==> src/rtl/led_matrix_pkg.sv <==
// Shared constants, scan-state type and pixel addressing for the LED matrix driver.
package led_matrix_pkg;

  localparam int unsigned DEF_ROWS     = 4;
  localparam int unsigned DEF_COLS     = 4;
  localparam int unsigned DEF_BPP      = 4;
  localparam int unsigned DEF_TICK_DIV = 32;
  localparam int unsigned DEF_BLANK    = 16;

  // Scan phase: dark gap between source lines, then the PWM-lit window.
  typedef enum logic {
    ST_BLANK = 1'b0,
    ST_LIT   = 1'b1
  } scan_state_e;

  // Pixels are stored column-major: one source line holds ROWS adjacent pixels.
  function automatic int unsigned pix_idx(input int unsigned col,
                                          input int unsigned row,
                                          input int unsigned rows);
    return col * rows + row;
  endfunction

endpackage

==> src/rtl/led_frame_buf.sv <==
// Framebuffer for the LED matrix: write port, optional back/front swap and the
// per-column read slice (ROWS pixels of BPP bits for the selected column).
// Build option LED_MATRIX_DOUBLE_BUF_EN: when defined, writes land in a back
// buffer that is copied to the displayed buffer on swap; otherwise writes go
// straight to the displayed pixels.
module led_frame_buf
  import led_matrix_pkg::*;
#(
  parameter int ROWS = DEF_ROWS,
  parameter int COLS = DEF_COLS,
  parameter int BPP  = DEF_BPP,
  parameter int AW   = 4,
  parameter int COLW = 2
) (
  input  logic                 clk,
  input  logic                 resetn,
  input  logic                 wr_en,
  input  logic [AW-1:0]        wr_addr,
  input  logic [BPP-1:0]       wr_data,
  input  logic                 commit,
  input  logic                 swap,
  input  logic [COLW-1:0]      rd_col,
  output logic [ROWS*BPP-1:0]  rd_pix,
  output logic                 swap_pending
);

  localparam int NPIX = ROWS * COLS;

  logic [BPP-1:0] front_reg [NPIX];

`ifdef LED_MATRIX_DOUBLE_BUF_EN
  logic [BPP-1:0] back_reg  [NPIX];
  logic [BPP-1:0] back_next [NPIX];
  logic           pending_reg;
  logic           pending_next;
  logic           do_swap;

  // Back buffer with this cycle's write merged in, so a write on the swap
  // cycle is carried into the copy. Out-of-range addresses match no pixel.
  for (genvar gi = 0; gi < NPIX; gi++) begin : g_wr
    assign back_next[gi] = (wr_en && wr_addr == AW'(gi)) ? wr_data : back_reg[gi];
  end

  assign do_swap = swap && pending_reg;
  // A commit arriving on the swap cycle re-arms for the following frame.
  assign pending_next = commit | (pending_reg & ~do_swap);

  // Buffer storage, swap copy and pending flag.
  always_ff @(posedge clk or negedge resetn) begin
    if (!resetn) begin
      for (int i = 0; i < NPIX; i++) begin
        back_reg[i]  <= '0;
        front_reg[i] <= '0;
      end
      pending_reg <= 1'b0;
    end else begin
      back_reg <= back_next;
      if (do_swap) begin
        front_reg <= back_next;
      end
      pending_reg <= pending_next;
    end
  end

  assign swap_pending = pending_reg;
`else
  logic unused_swap_inputs;
  assign unused_swap_inputs = commit ^ swap;

  // Single buffer: writes update the displayed pixels directly.
  always_ff @(posedge clk or negedge resetn) begin
    if (!resetn) begin
      for (int i = 0; i < NPIX; i++) begin
        front_reg[i] <= '0;
      end
    end else begin
      for (int i = 0; i < NPIX; i++) begin
        if (wr_en && wr_addr == AW'(i)) begin
          front_reg[i] <= wr_data;
        end
      end
    end
  end

  assign swap_pending = 1'b0;
`endif

  // Read slice: the ROWS pixels of the column currently being scanned.
  for (genvar gi = 0; gi < ROWS; gi++) begin : g_rd
    logic [AW-1:0] rd_idx;
    assign rd_idx = AW'(pix_idx(32'(rd_col), gi, ROWS));
    assign rd_pix[gi*BPP +: BPP] = front_reg[rd_idx];
  end

endmodule

==> src/rtl/led_matrix_pwm.sv <==
// Multiplexed LED-matrix driver with per-pixel PWM. Scans one source column at a
// time: BLANK dark clocks, then (2^BPP-1) PWM ticks of TICK_DIV clocks each.
// Outputs are registered from the current scan position, so they trail the
// position registers by one clock; this makes the first frame_start appear one
// clock after reset release. Build option LED_MATRIX_DOUBLE_BUF_EN selects the
// double-buffered framebuffer with commit/swap.
module led_matrix_pwm
  import led_matrix_pkg::*;
#(
  parameter int ROWS     = DEF_ROWS,
  parameter int COLS     = DEF_COLS,
  parameter int BPP      = DEF_BPP,
  parameter int TICK_DIV = DEF_TICK_DIV,
  parameter int BLANK    = DEF_BLANK
) (
  input  logic                          clk,
  input  logic                          resetn,
  input  logic                          wr_en,
  input  logic [$clog2(ROWS*COLS)-1:0]  wr_addr,
  input  logic [BPP-1:0]                wr_data,
  input  logic                          commit,
  output logic [ROWS-1:0]               aled,
  output logic [COLS-1:0]               kled_tri,
  output logic                          frame_start,
  output logic                          swap_pending
);

  localparam int AW    = $clog2(ROWS * COLS);
  localparam int COLW  = (COLS > 1) ? $clog2(COLS) : 1;
  localparam int NTICK = (1 << BPP) - 1;
  localparam int DIVW  = (TICK_DIV > 1) ? $clog2(TICK_DIV) : 1;
  localparam int BLKW  = (BLANK > 1) ? $clog2(BLANK) : 1;

  scan_state_e         state_reg, state_next;
  logic [COLW-1:0]     col_reg, col_next;
  logic [BLKW-1:0]     blank_reg, blank_next;
  logic [DIVW-1:0]     div_reg, div_next;
  logic [BPP-1:0]      tick_reg, tick_next;

  logic [ROWS-1:0]     aled_reg, aled_next;
  logic [COLS-1:0]     kled_reg, kled_next;
  logic                fs_reg, fs_next;

  logic [ROWS*BPP-1:0] col_pix;
  logic                swap_go;

  // The first BLANK clock of column 0 is the frame boundary and the swap point.
  assign swap_go = (state_reg == ST_BLANK) && (col_reg == '0) && (blank_reg == '0);

  led_frame_buf #(
    .ROWS (ROWS),
    .COLS (COLS),
    .BPP  (BPP),
    .AW   (AW),
    .COLW (COLW)
  ) u_frame_buf (
    .clk          (clk),
    .resetn       (resetn),
    .wr_en        (wr_en),
    .wr_addr      (wr_addr),
    .wr_data      (wr_data),
    .commit       (commit),
    .swap         (swap_go),
    .rd_col       (col_reg),
    .rd_pix       (col_pix),
    .swap_pending (swap_pending)
  );

  // Scan position and output registers.
  always_ff @(posedge clk or negedge resetn) begin
    if (!resetn) begin
      state_reg <= ST_BLANK;
      col_reg   <= '0;
      blank_reg <= '0;
      div_reg   <= '0;
      tick_reg  <= '0;
      aled_reg  <= '1;
      kled_reg  <= '0;
      fs_reg    <= 1'b0;
    end else begin
      state_reg <= state_next;
      col_reg   <= col_next;
      blank_reg <= blank_next;
      div_reg   <= div_next;
      tick_reg  <= tick_next;
      aled_reg  <= aled_next;
      kled_reg  <= kled_next;
      fs_reg    <= fs_next;
    end
  end

  // Next scan position and the outputs that belong to the current position.
  always_comb begin
    state_next = state_reg;
    col_next   = col_reg;
    blank_next = blank_reg;
    div_next   = div_reg;
    tick_next  = tick_reg;
    aled_next  = aled_reg;
    kled_next  = '0;
    fs_next    = 1'b0;

    case (state_reg)
      ST_BLANK: begin
        aled_next = '1;
        fs_next   = (col_reg == '0) && (blank_reg == '0);
        if (blank_reg == BLKW'(BLANK - 1)) begin
          state_next = ST_LIT;
          blank_next = '0;
          div_next   = '0;
          tick_next  = '0;
        end else begin
          blank_next = blank_reg + 1'b1;
        end
      end
      ST_LIT: begin
        kled_next = COLS'(1) << col_reg;
        // Sinks are re-evaluated only at the first clock of each tick.
        if (div_reg == '0) begin
          for (int r = 0; r < ROWS; r++) begin
            aled_next[r] = ~(col_pix[r*BPP +: BPP] > tick_reg);
          end
        end
        if (div_reg == DIVW'(TICK_DIV - 1)) begin
          div_next = '0;
          if (tick_reg == BPP'(NTICK - 1)) begin
            state_next = ST_BLANK;
            tick_next  = '0;
            col_next   = (col_reg == COLW'(COLS - 1)) ? '0 : col_reg + 1'b1;
          end else begin
            tick_next = tick_reg + 1'b1;
          end
        end else begin
          div_next = div_reg + 1'b1;
        end
      end
      default: begin
        state_next = ST_BLANK;
      end
    endcase
  end

  assign aled        = aled_reg;
  assign kled_tri    = kled_reg;
  assign frame_start = fs_reg;

endmodule

==> config.mk <==
export PLATFORM = sky130hd
export DESIGN_NAME = led_matrix_pwm
export DESIGN_NICKNAME = d
export VERILOG_FILES = /design/src/rtl/led_matrix_pkg.sv /design/src/rtl/led_frame_buf.sv /design/src/rtl/led_matrix_pwm.sv
export SDC_FILE = /design/constraint.sdc
export NUM_CORES = 1
export LEC_CHECK = 0
export CORE_ASPECT_RATIO = 0.9
export CORE_UTILIZATION = 65
export CTS_CLUSTER_DIAMETER = 40
export DETAILED_ROUTE_END_ITERATION = 7
export HOLD_SLACK_MARGIN = 0.03
export PLACE_DENSITY_LB_ADDON = 0.3
export SETUP_SLACK_MARGIN = 0.4
export SYNTH_ARGS = -nofsm -noshare
export SYNTH_HDL_FRONTEND = slang
export SYNTH_HIERARCHICAL = 1
export SYNTH_SLANG_ARGS = --single-unit
==> constraint.sdc <==
create_clock -name clk -period 5.5 [get_ports clk]
set_input_delay 1.65 -clock clk [delete_from_list [all_inputs] [get_ports clk]]
set_output_delay 1.65 -clock clk [all_outputs]
set_load 0.005 [all_outputs]
==> flow_summary_export.csv <==
group,metric,value,unit
final_layout,diodes,0,
grt,grt_first_pass_wirelength,14000,um
sta,setup_viol,0,
clock_network,clk_path_buf_depth,2,
setup_path,rr_startpoint,"col_reg[1]",
floorplanning,dieArea,7150,um^2
final_layout,drive_above_1_share,0.309,
clock_network,root_buffer,"clkbuf_8",
routing,dr.pass1.iters,4,
final_layout,nFillCells,470,
sta,relSlewSlack,0.258,
routing,vias_per_cell,5.98,
sta,tightest_slew,1.11,ns
placement,io_buffers,19,
final_layout,fin_nets,392,
yosys,yosysWarnings,6,
clock_network,postCtsSetupBuffers,0,
worst_hold_path,hold-path-cell-count,1,
clock_network,cts_buffers,9,
yosys,syn_area_per_cell,13.3,um^2
grt,grt_max_degree,90,
floorplanning,design.core.area,6590,um^2
floorplanning,num_rows,28,
routing,dr.first_iter.drc_count,160,
floorplanning,die_y,80.3,um
routing,remaining_drc_errors,0,
grt,groute.usage.overall,0.272,
grt,grt_overflow,0,
setup_path,reg2reg_depth,5,
outcome,status,"completed",
clock_network,clkTransAtPathRegs,0.08,ns
flow_run,cap_violations,0,
clock_network,cts.hold.buffers_added,0,
sta,fmax,316,MHz
worst_hold_path,min_path_type,"reg2reg",
floorplanning,initial_core_util,0.672,
worst_hold_path,min-delay-start,"u_frame_buf/front_reg[16]",
setup_path,path_buf_inv,1,
placement,dp_hpwl,5640,um
sta,hold_ws,0.506,ns
power,ir_worst_vdd,0.225,mV
power,p_leak,2.13,nW
sta,rsz0062_at_grt,"no",
setup_path,path_class,"in2reg",
placement,placed_cell_area,4690,um^2
floorplanning,io-pin-count,22,
setup_path,path_cells,"clkdlybuf4s50_1 -> nor3b_1 -> and2b_2 -> mux2_2",
setup_path,reg2reg_setup_slack,3.26,ns
final_layout,area_delta_synth_final,10.7,%
yosys,syn-num-nets,371,
final_layout,largest_reg_flops,64,
floorplanning,die_w,89.0,um
sta,hold_viol,0,
grt,grt_antenna_before_repair,0,
setup_path,arrival,3.40,ns
routing,vias,2665,
setup_path,cp_max_fo,4,
yosys,syn_inst,332,
placement,place_congestion,0.767,
clock_network,post_cts_resized,0,
routing,antenna_left,0,
sta,fin_skew,0.0109,ns
final_layout,design_area,4900,um^2
setup_path,slowest_stage,"nor3b_1",
routing,finalWirelength,8190,um
setup_path,worstSetupStartpointType,"primary input",
clock_network,cts_tree,"yes",
routing,wl_per_cell,18.4,um
yosys,synthesis.area,4430,um^2
sta,drv_slew,0,
power,p_per_area,334,nW/um^2
sta,tns,0,ns
setup_path,critical_path_required,5.74,ns
setup_path,cp-end-kind,"flop",
setup_path,r2r-end,"aled[2]",
clock_network,clkLatencyLatePin,0.35,ns
final_layout,multi_input_area,2070,um^2
final_layout,seq_area,2230,um^2
sta,period_share,0.575,
setup_path,slowest_delay,0.56,ns
sta,period_needed,3.16,ns
grt,grt_pass1_vias,2868,
clock_network,cts.sinks,89,
worst_hold_path,hold_end,"u_frame_buf/front_reg[16]",
clock_network,htreeDepth,3,
setup_path,critPathTopFamily,"simple AND/OR/NAND/NOR gates",
[stage by stage]
step / power (W) / util / setup WS [ns] / std cells
finish: 0.00164 / 0.744 / 2.34 / 446
global route: 0.00172 / 0.744 / 2.31 / 446
CTS: 0.00165 / 0.744 / 2.37 / 446
detailed placement: 0.00116 / 0.711 / 1.99 / 432
global placement: 0.00114 / 0.711 / 2.02 / 432
floorplan: 0.00105 / - / 2.85 / 332
[worst max-delay path by stage]
stage               cells past startpoint                         to       start  slack, ns
floorplan                               3  u_frame_buf/front_reg[48]  wr_addr[2]       2.85
global placement                        4  u_frame_buf/front_reg[48]       wr_en       2.02
detailed placement                      4  u_frame_buf/front_reg[48]       wr_en       1.99
global route                            4  u_frame_buf/front_reg[50]       wr_en       2.31
finish                                  4  u_frame_buf/front_reg[48]       wr_en       2.34
CTS                                     4  u_frame_buf/front_reg[48]       wr_en       2.37
[routing by layer]
| metal | track usage | share of wire | up-vias |
|---|---|---|---|
| li1 | - | - | 1226 |
| met1 | 0.343 | 0.45 | 1378 |
| met2 | 0.459 | 0.51 | 52 |
| met3 | 0.0730 | 0.030 | 9 |
| met4 | 0.0841 | 0.012 | 0 |
| met5 | 0 | 0 | - |
[layout by cell type (no fill, tap or decap), types with 5 or more instances in the layout]
cell type / n
clkbuf_8: 11
clkdlybuf4s50_1: 18
mux2_2: 65
o21ai_0: 13
nand3_1: 5
dfrtp_1: 85
nor2_1: 19
ha_1: 27
nand2_1: 17
a21oi_1: 9
mux4_2: 16
inv_1: 19
nand2b_1: 5
[power breakdown]
part	total (W)	switching [W]	internal [W]
combinational	0.000301	0.000118	0.000182
sequential	0.000848	0.0000624	0.000785
clock	0.000489	0.000214	0.000275
[layout make-up]
type,instances,area share
clock buffers,11,0.0309
clock inverters,3,0.0133
inverters,19,0.0145
multi-input cells,214,0.423
flip-flops and latches,89,0.455
well taps,90,0.0230
repair buffers,20,0.0398
Note: power is estimated with default switching activity, not from simulation.
